**config.mk**
```make
export PLATFORM = sky130hd
export DESIGN_NAME = cam_capture
export DESIGN_NICKNAME = d
export VERILOG_FILES = /design/src/rtl/cam_capture_pkg.sv /design/src/rtl/cam_capture_sync_in.sv /design/src/rtl/cam_capture.sv
export SDC_FILE = /design/constraint.sdc
export NUM_CORES = 1
export LEC_CHECK = 0
export ABC_AREA = 1
export CORE_MARGIN = 2
export CORE_UTILIZATION = 45
export CTS_CLUSTER_DIAMETER = 30
export CTS_CLUSTER_SIZE = 14
export DETAILED_ROUTE_END_ITERATION = 10
export PLACE_DENSITY = 0.77
export SYNTH_ARGS = -nofsm -noshare
export SYNTH_HDL_FRONTEND = slang
export SYNTH_SLANG_ARGS = --single-unit
```
**constraint.sdc**
```tcl
create_clock -name clk -period 2 [get_ports clk]
set_input_delay 0.5 -clock clk [delete_from_list [all_inputs] [get_ports clk]]
set_output_delay 0.5 -clock clk [all_outputs]
set_load 0.1 [all_outputs]
```
**src/rtl/cam_capture_pkg.sv**
```systemverilog
// Shared definitions for the camera capture path: RGB111 bit layout,
// RGB565 source bit positions and the capture FSM state encoding.
package cam_capture_pkg;

   localparam int unsigned PIX_R = 2;
   localparam int unsigned PIX_G = 1;
   localparam int unsigned PIX_B = 0;

   // MSB of each colour field: R and G from the first byte, B from the second
   localparam int unsigned SRC_R = 7;
   localparam int unsigned SRC_G = 2;
   localparam int unsigned SRC_B = 4;

   typedef enum logic [1:0] {
      ST_IDLE    = 2'd0,
      ST_SYNC    = 2'd1,
      ST_CAPTURE = 2'd2
   } cap_state_t;

   function automatic logic [2:0] pack_rgb111(input logic [7:0] first,
                                              input logic [7:0] second);
      logic [2:0] pix;
      pix        = '0;
      pix[PIX_R] = first[SRC_R];
      pix[PIX_G] = first[SRC_G];
      pix[PIX_B] = second[SRC_B];
      return pix;
   endfunction

endpackage

```
**src/rtl/cam_capture_sync_in.sv**
```systemverilog
// Input register stage for the camera bus plus href falling-edge detect.
// All downstream decisions use these registered copies only.
module cam_sync_in (
   input  logic       clk,
   input  logic       reset,
   input  logic       vsync,
   input  logic       href,
   input  logic [7:0] cam_data,
   output logic       vs_q,
   output logic       hr_q,
   output logic [7:0] d_q,
   output logic       hr_fall
);

   logic hr_q_prev;

   always_ff @(posedge clk) begin
      if (reset) begin
         vs_q      <= 1'b0;
         hr_q      <= 1'b0;
         d_q       <= 8'h00;
         hr_q_prev <= 1'b0;
      end else begin
         vs_q      <= vsync;
         hr_q      <= href;
         d_q       <= cam_data;
         hr_q_prev <= hr_q;
      end
   end

   assign hr_fall = hr_q_prev & ~hr_q;

endmodule

```
**src/rtl/cam_capture.sv**
```systemverilog
// Camera capture: pairs RGB565 bytes into RGB111 pixels and writes them
// row-major into the frame buffer, flagging frame end and dropped data.
//
// state      | meaning
// -----------+----------------------------------------------------------
// ST_IDLE    | after reset; waiting for vsync high so we never start mid-frame
// ST_SYNC    | vsync high (between frames); falling vsync starts a new frame
// ST_CAPTURE | storing pixels; rising vsync ends the frame
module cam_capture
   import cam_capture_pkg::*;
#(
   parameter int AW    = 15,
   parameter int DW    = 3,
   parameter int IMG_W = 160,
   parameter int IMG_H = 120
) (
   input  logic          clk,
   input  logic          reset,
   input  logic          vsync,
   input  logic          href,
   input  logic [7:0]    cam_data,
   output logic [AW-1:0] addr_in,
   output logic [DW-1:0] data_in,
   output logic          regwrite,
   output logic          frame_done,
   output logic          ovf
);

   localparam int CW = $clog2(IMG_W + 1);
   localparam int RW = $clog2(IMG_H + 1);

   logic          vs_q;
   logic          hr_q;
   logic [7:0]    d_q;
   logic          hr_fall;

   cap_state_t    state_q;
   cap_state_t    state_d;
   logic          start_frame;
   logic          end_frame;

   logic [CW-1:0] col;
   logic [RW-1:0] row;
   logic          phase;
   logic [7:0]    first_q;
   logic [AW-1:0] base;
   logic          capturing;
   logic          pix_fits;

   cam_sync_in u_sync_in (
      .clk      (clk),
      .reset    (reset),
      .vsync    (vsync),
      .href     (href),
      .cam_data (cam_data),
      .vs_q     (vs_q),
      .hr_q     (hr_q),
      .d_q      (d_q),
      .hr_fall  (hr_fall)
   );

   always_ff @(posedge clk) begin
      if (reset) state_q <= ST_IDLE;
      else       state_q <= state_d;
   end

   always_comb begin
      state_d     = state_q;
      start_frame = 1'b0;
      end_frame   = 1'b0;
      case (state_q)
         ST_IDLE: begin
            if (vs_q) state_d = ST_SYNC;
         end
         ST_SYNC: begin
            if (!vs_q) begin
               state_d     = ST_CAPTURE;
               start_frame = 1'b1;
            end
         end
         ST_CAPTURE: begin
            if (vs_q) begin
               state_d   = ST_SYNC;
               end_frame = 1'b1;
            end
         end
         default: state_d = ST_IDLE;
      endcase
   end

   assign capturing = (state_q == ST_CAPTURE);
   assign pix_fits  = (col < CW'(IMG_W)) && (row < RW'(IMG_H));

   // Capture keeps running on the edge that ends the frame, so a pixel
   // completing together with the vsync rise is still stored.
   always_ff @(posedge clk) begin
      if (reset) begin
         addr_in    <= '0;
         data_in    <= '0;
         regwrite   <= 1'b0;
         frame_done <= 1'b0;
         ovf        <= 1'b0;
         col        <= '0;
         row        <= '0;
         phase      <= 1'b0;
         first_q    <= 8'h00;
         base       <= '0;
      end else begin
         regwrite   <= 1'b0;
         frame_done <= end_frame;
         if (start_frame) begin
            col   <= '0;
            row   <= '0;
            phase <= 1'b0;
            ovf   <= 1'b0;
            base  <= '0;
         end else if (capturing) begin
            if (hr_q) begin
               phase <= ~phase;
               if (!phase) begin
                  first_q <= d_q;
               end else if (pix_fits) begin
                  regwrite <= 1'b1;
                  addr_in  <= base + AW'(col);
                  data_in  <= pack_rgb111(first_q, d_q);
                  col      <= col + 1'b1;
               end else begin
                  ovf <= 1'b1;
               end
            end else begin
               phase <= 1'b0;
               if (phase) ovf <= 1'b1;
               // empty lines leave row and base untouched
               if (hr_fall && (col != '0)) begin
                  col <= '0;
                  if (row < RW'(IMG_H)) begin
                     row  <= row + 1'b1;
                     base <= base + AW'(IMG_W);
                  end
               end
            end
         end
      end
   end

endmodule
```
* Yosys cells after proc, flatten, opt, wreduce, memory -nomap -nowiden *
Cells that the tools add are included.

word-level totals
  register bits = 73
  input bits = 12
  output and inout bits = 21
  word-level logic and storage cells = 64

operators by class
  add/subtract/negate cells = 4
  order comparisons = 2
  eq/ne operators = 7
  mux-type cells = 16
  bitwise gates (word level) = 5
  reductions and logical operators = 15

operators by type and width
  cell                   count
  $mux 8                 4
  $add 15x8->15          1
  $add 15x8->15 const B  1
  $reduce_and 4->1       3
  $mux 1                 9
  $add 8x1->8 const B    1
  $lt 8x8->1 const B     1
  $ne 2x2->1 const B     4
  $reduce_bool 8->1      1
  $add 7x1->7 const B    1
  $lt 7x7->1 const B     1
  $reduce_or 2->1        3
  $reduce_and 5->1       1
  $reduce_or 5->1        1
  $mux 2                 2
  $not 1->1              4
  $pmux 2 s2             1
  $reduce_and 3->1       1
  $eq 2x1->1 const B     1
  $eq 2x2->1 const B     1
  $logic_and 1x1->1      2
  $logic_not 2->1        1
  $ne 2x1->1 const B     1
  $reduce_and 2->1       1
  other kinds (2)        2

* Longest topological paths before layout *
  depth in word-level cells = 5
  depth in mapped cells = 10
  gate-level depth less buffers = 10

* Cells and area by module *
A second synthesis with hierarchy kept.

unflattened totals
  cell total of the unflattened synthesis = 401
  area total of the unflattened synthesis = 2,909.0 um^2

modules (own cells, without submodules)
  module       instances  cells an instance  area an instance (um^2)  sequential area each (um^2)
  cam_capture  1          365                2,587.5                  1,021.0
  cam_sync_in  1          36                 321.6                    220.2

* Least setup slack after synthesis *
OpenSTA, ideal clock, no wires.

  path type = register to register
  from = register col[5]
  to = register addr_in[13]
  setup time = 71 ps
  data arrival time = 1,613 ps
  data required time = 1,929 ps
  path slack = 316 ps
  stages on the path, launching flop included = 8
  buffers on the path = 0
  clock period less this slack = 1,684 ps
  path through = dfxtp_1 > ha_1 > inv_1 > fa_1 > o21ai_1 > nand2_1 > xor2_1 > a21oi_1

on the way
  cells in the longest elaborated chain, start to end = 3
  elaborated cells on any way between the ends = 4
  classes of those cells = add/sub (1); order compare (1); reduce/logical (2)

RTL lines
  item                        RTL line            text
  start, declared             cam_capture.sv:42   logic [CW-1:0] col;
  start signal, assigned      cam_capture.sv:126  col <= col + 1'b1;
  $lt 8x8->1                  cam_capture.sv:92   assign pix_fits = (col < CW'(IMG_W)) && (row < RW'(IMG_H));
  $logic_and 1x1->1           cam_capture.sv:92
  $reduce_and 5->1 (no line)  n/a
  end signal, assigned        cam_capture.sv:124  addr_in <= base + AW'(col);
  end, declared               cam_capture.sv:22   output logic [AW-1:0] addr_in,

Several ways; a longest one is shown, not always the timed one.
A chain may end at the register's enable or synchronous reset.

* Worst setup path after layout *
Same ends and word-level chain as after synthesis.

==> results.py <==
metrics = {
    "cts": {
        "cts_hold_buf": 0,
        "cts_resized": 0,
        "cts_tree": "built",
        "cts_max_level": 3,
        "clock-sinks": 57,
        "post_cts_buffers": 0,
        "clock_latency_ns": 0.34,
        "numCtsBuffers": 9,
        "clock_path_buffers": 2,
        "root_buffer": "clkbuf_8",
        "cts.reportedPaths.clkPinSlew_ns": 0.07,
    },
    "die": {
        "initial_utilization": 0.469,
        "die_area_um2": 6860,
        "io_pins": 33,
        "die_h_um": 82.8,
        "die_x_um": 82.8,
        "std_cell_rows": 28,
        "core_area_um2": 5960,
    },
    "final_layout": {
        "diodes": 0,
        "fin_nets": 428,
        "drive_gt1_frac": 0.155,
        "fill_cells": 540,
        "area_growth_pct": 21.4,
        "final_cells": 488,
    },
    "routing": {
        "viasPerCell": 4.94,
        "initialDrtViolationCount": 81,
        "detail_route.wl_per_cell_um": 11.8,
        "firstDrtPassIters": 4,
        "ant_nets": 0,
        "drc_errors": 0,
        "vias": 2409,
        "drt-total-wl_um": 5770,
    },
    "synthesis": {
        "yosys_warnings": 0,
        "syn_avg_cell_area_um2": 7.45,
        "syn_nets": 395,
        "ys_seq_elements": 57,
        "yosysSeqAreaShare": 0.408,
        "yosysUniqueCellTypes": 30,
        "synth_area_um2": 2800,
        "syn_inst": 375,
    },
    "critical_path": {
        "start_kind": "flop",
        "worst-path-buf-inv": 1,
        "cp_slowest_cell": "dfxtp_1",
        "worstPathRequired_ns": 2.28,
        "cp_cell_sequence": "ha_1, inv_1, fa_1, o21ai_2, nand2_1, xor2_1, a21oi_1",
        "worstPathArrival_ns": 2.11,
        "worstRegToRegCells": 7,
        "worstPathMaxFanout": 6,
        "reg2reg_to": "addr_in[13]$_SDFFE_PP0P_",
        "criticalPathCategory": "reg -> reg",
        "crit_family": "adder cells",
        "cp-end-kind": "flop",
        "r2r-start": "col[5]$_SDFFE_PP0P_",
        "rrSetupSlack_ns": 0.17,
        "cp_slowest_stage_delay_ns": 0.44,
    },
    "placed_design": {
        "place_inst": 472,
        "preCtsSetupSlack_ns": 0.111,
        "dp_hpwl_um": 4110,
        "place.gp.congestion": 0.912,
        "port_buffers": 27,
    },
    "min_path": {
        "worstHoldStart": "u_sync_in.d_q[4]$_SDFF_PP0_",
        "min_path_type": "reg -> reg",
        "whs_endpoint": "data_in[0]$_SDFFE_PP0P_",
        "holdPathStages": 2,
    },
    "timing": {
        "holdWs_ns": 0.441,
        "slew_headroom": 0.669,
        "skew_ns": 0.00811,
        "tightest_slew_ns": 0.496,
        "setup_ws_ns": 0.169,
        "rsz0062_at_grt": "false",
        "post-route-min-period_ns": 1.83,
        "fin_tns_setup_ns": 0,
        "finalHoldViolCount": 0,
        "fmax_mhz": 546,
        "setup_viol": 0,
        "min_period_over_period": 0.915,
        "drv_slew": 0,
    },
    "grt": {
        "track_usage": 0.179,
        "grt_overflow": 0,
        "grt_pass1_wl_um": 10000,
        "antenna_found_initial": 0,
        "grt_max_degree": 29,
        "grt_pass1_vias": 2303,
    },
    "pwr": {
        "p_leak_nw": 1.41,
        "ir_drop_uv": 484,
        "cellPowerDensity_nw_per_um2": 753,
        "total_power_w": 0.00256,
    },
    "run_status": {
        "status": "complete, no violations",
    },
    "flow_run": {
        "maxCapViolations": 0,
    },
}
## Yosys cell counts, drive strengths merged
| cell | number | area share |
|---|---|---|
| dfxtp | 57 | 0.41 |
| a21oi | 45 | 0.091 |
| clkbuf | 3 | 0.0040 |
| nand2 | 103 | 0.15 |
| nand3 | 20 | 0.040 |
| nor2 | 45 | 0.074 |
| xor2 | 12 | 0.038 |
| inv | 45 | 0.060 |
| buf | 6 | 0.020 |
| xnor2 | 4 | 0.013 |
| o21ai | 20 | 0.044 |
| nor3b | 1 | 0.0027 |
| ha | 7 | 0.031 |
| o21bai | 1 | 0.0027 |
| nand4 | 5 | 0.018 |
| fa | 1 | 0.0072 |
## cell families after synthesis
kind of cell	count (synthesis)	synth area share
simple gates	174	0.281
compound gates	66	0.138
flops	57	0.408
buf+inv	54	0.0846
xor+xnor	16	0.0501
fa+ha+maj	8	0.0385
## flip-flops by register name, summed over array words and instances, names as in the netlist
| name | flops |
|---|---|
| u_sync_in.hr_q_prev | 1 |
| phase | 1 |
| regwrite | 1 |
| u_sync_in.d_q | 3 |
| addr_in | 15 |
| u_sync_in.hr_q | 1 |
| first_q | 2 |
| row | 7 |
| col | 8 |
| data_in | 3 |
| u_sync_in.vs_q | 1 |
| state_q | 2 |
| base | 10 |
| frame_done | 1 |
| ovf | 1 |
## stage by stage
| stage | cell area [um2] | utilization |
|---|---|---|
| detailed placement | 3140 | 0.528 |
| global placement | 3140 | 0.528 |
| finish | 3390 | 0.570 |
| floorplan | 2800 | - |
| global route | 3390 | 0.570 |
| CTS | 3390 | 0.569 |
## routing by layer
metal,vias to the layer above,global-route usage,wire length (um)
met5,-,0,0
met4,0,0.0492,48
met3,7,0.0676,222
met2,30,0.311,2890
met1,1121,0.206,2610
li1,1251,-,-
## worst register-to-register path, stage by stage, from the launching register on
cell and delay [ns]:
dfxtp_1 0.44, ha_1 0.21, inv_1 0.06, fa_1 0.42, o21ai_2 0.25, nand2_1 0.10, xor2_1 0.15, a21oi_1 0.13
## final cells by class
cell class / instances / area [um2] / share of cell area
tap: 75 / 93.8 / 0.0277
sequential: 57 / 1140 / 0.336
timing repair buffer: 31 / 323 / 0.0952
inverter: 45 / 169 / 0.0498
clock inverter: 5 / 103 / 0.0302
multi-input combinational: 264 / 1420 / 0.419
clock buffer: 11 / 141 / 0.0417
## power breakdown
group | leakage, nW | internal, W | switching [W]
Clock | 0.120 | 0.000859 | 0.000460
Sequential | 0.461 | 0.00114 | 0.00000873
Combinational | 0.831 | 0.0000301 | 0.0000520
## how the worst max path moves through the flow
stage | from | end | cells after the start
after global routing | col[5]$_SDFFE_PP0P_ | addr_in[9]$_SDFFE_PP0P_ | 7
after detailed placement | col[5]$_SDFFE_PP0P_ | addr_in[13]$_SDFFE_PP0P_ | 7
after global placement | col[5]$_SDFFE_PP0P_ | addr_in[13]$_SDFFE_PP0P_ | 7
final | col[5]$_SDFFE_PP0P_ | addr_in[13]$_SDFFE_PP0P_ | 7
after CTS | col[5]$_SDFFE_PP0P_ | addr_in[13]$_SDFFE_PP0P_ | 7
after floorplan | col[5]$_SDFFE_PP0P_ | addr_in[13]$_SDFFE_PP0P_ | 7
## cell usage in the layout (no fill, tap or decap), drive strengths merged
cell / Yosys / routed
nand2: 103 / 103
dfxtp: 57 / 57
inv: 45 / 45
nor2: 45 / 45
a21oi: 45 / 45
buf: 6 / 25
nand3: 20 / 20
o21ai: 20 / 20
xor2: 12 / 12
clkbuf: 3 / 11
ha: 7 / 7
clkdlybuf4s50: 0 / 6
nand4: 5 / 5
xnor2: 4 / 4
bufinv: 0 / 3
o21bai: 1 / 1
nor3b: 1 / 1
fa: 1 / 1
clkinv: 0 / 1
clkinvlp: 0 / 1
No activity file was read; power rests on OpenSTA's default activity.
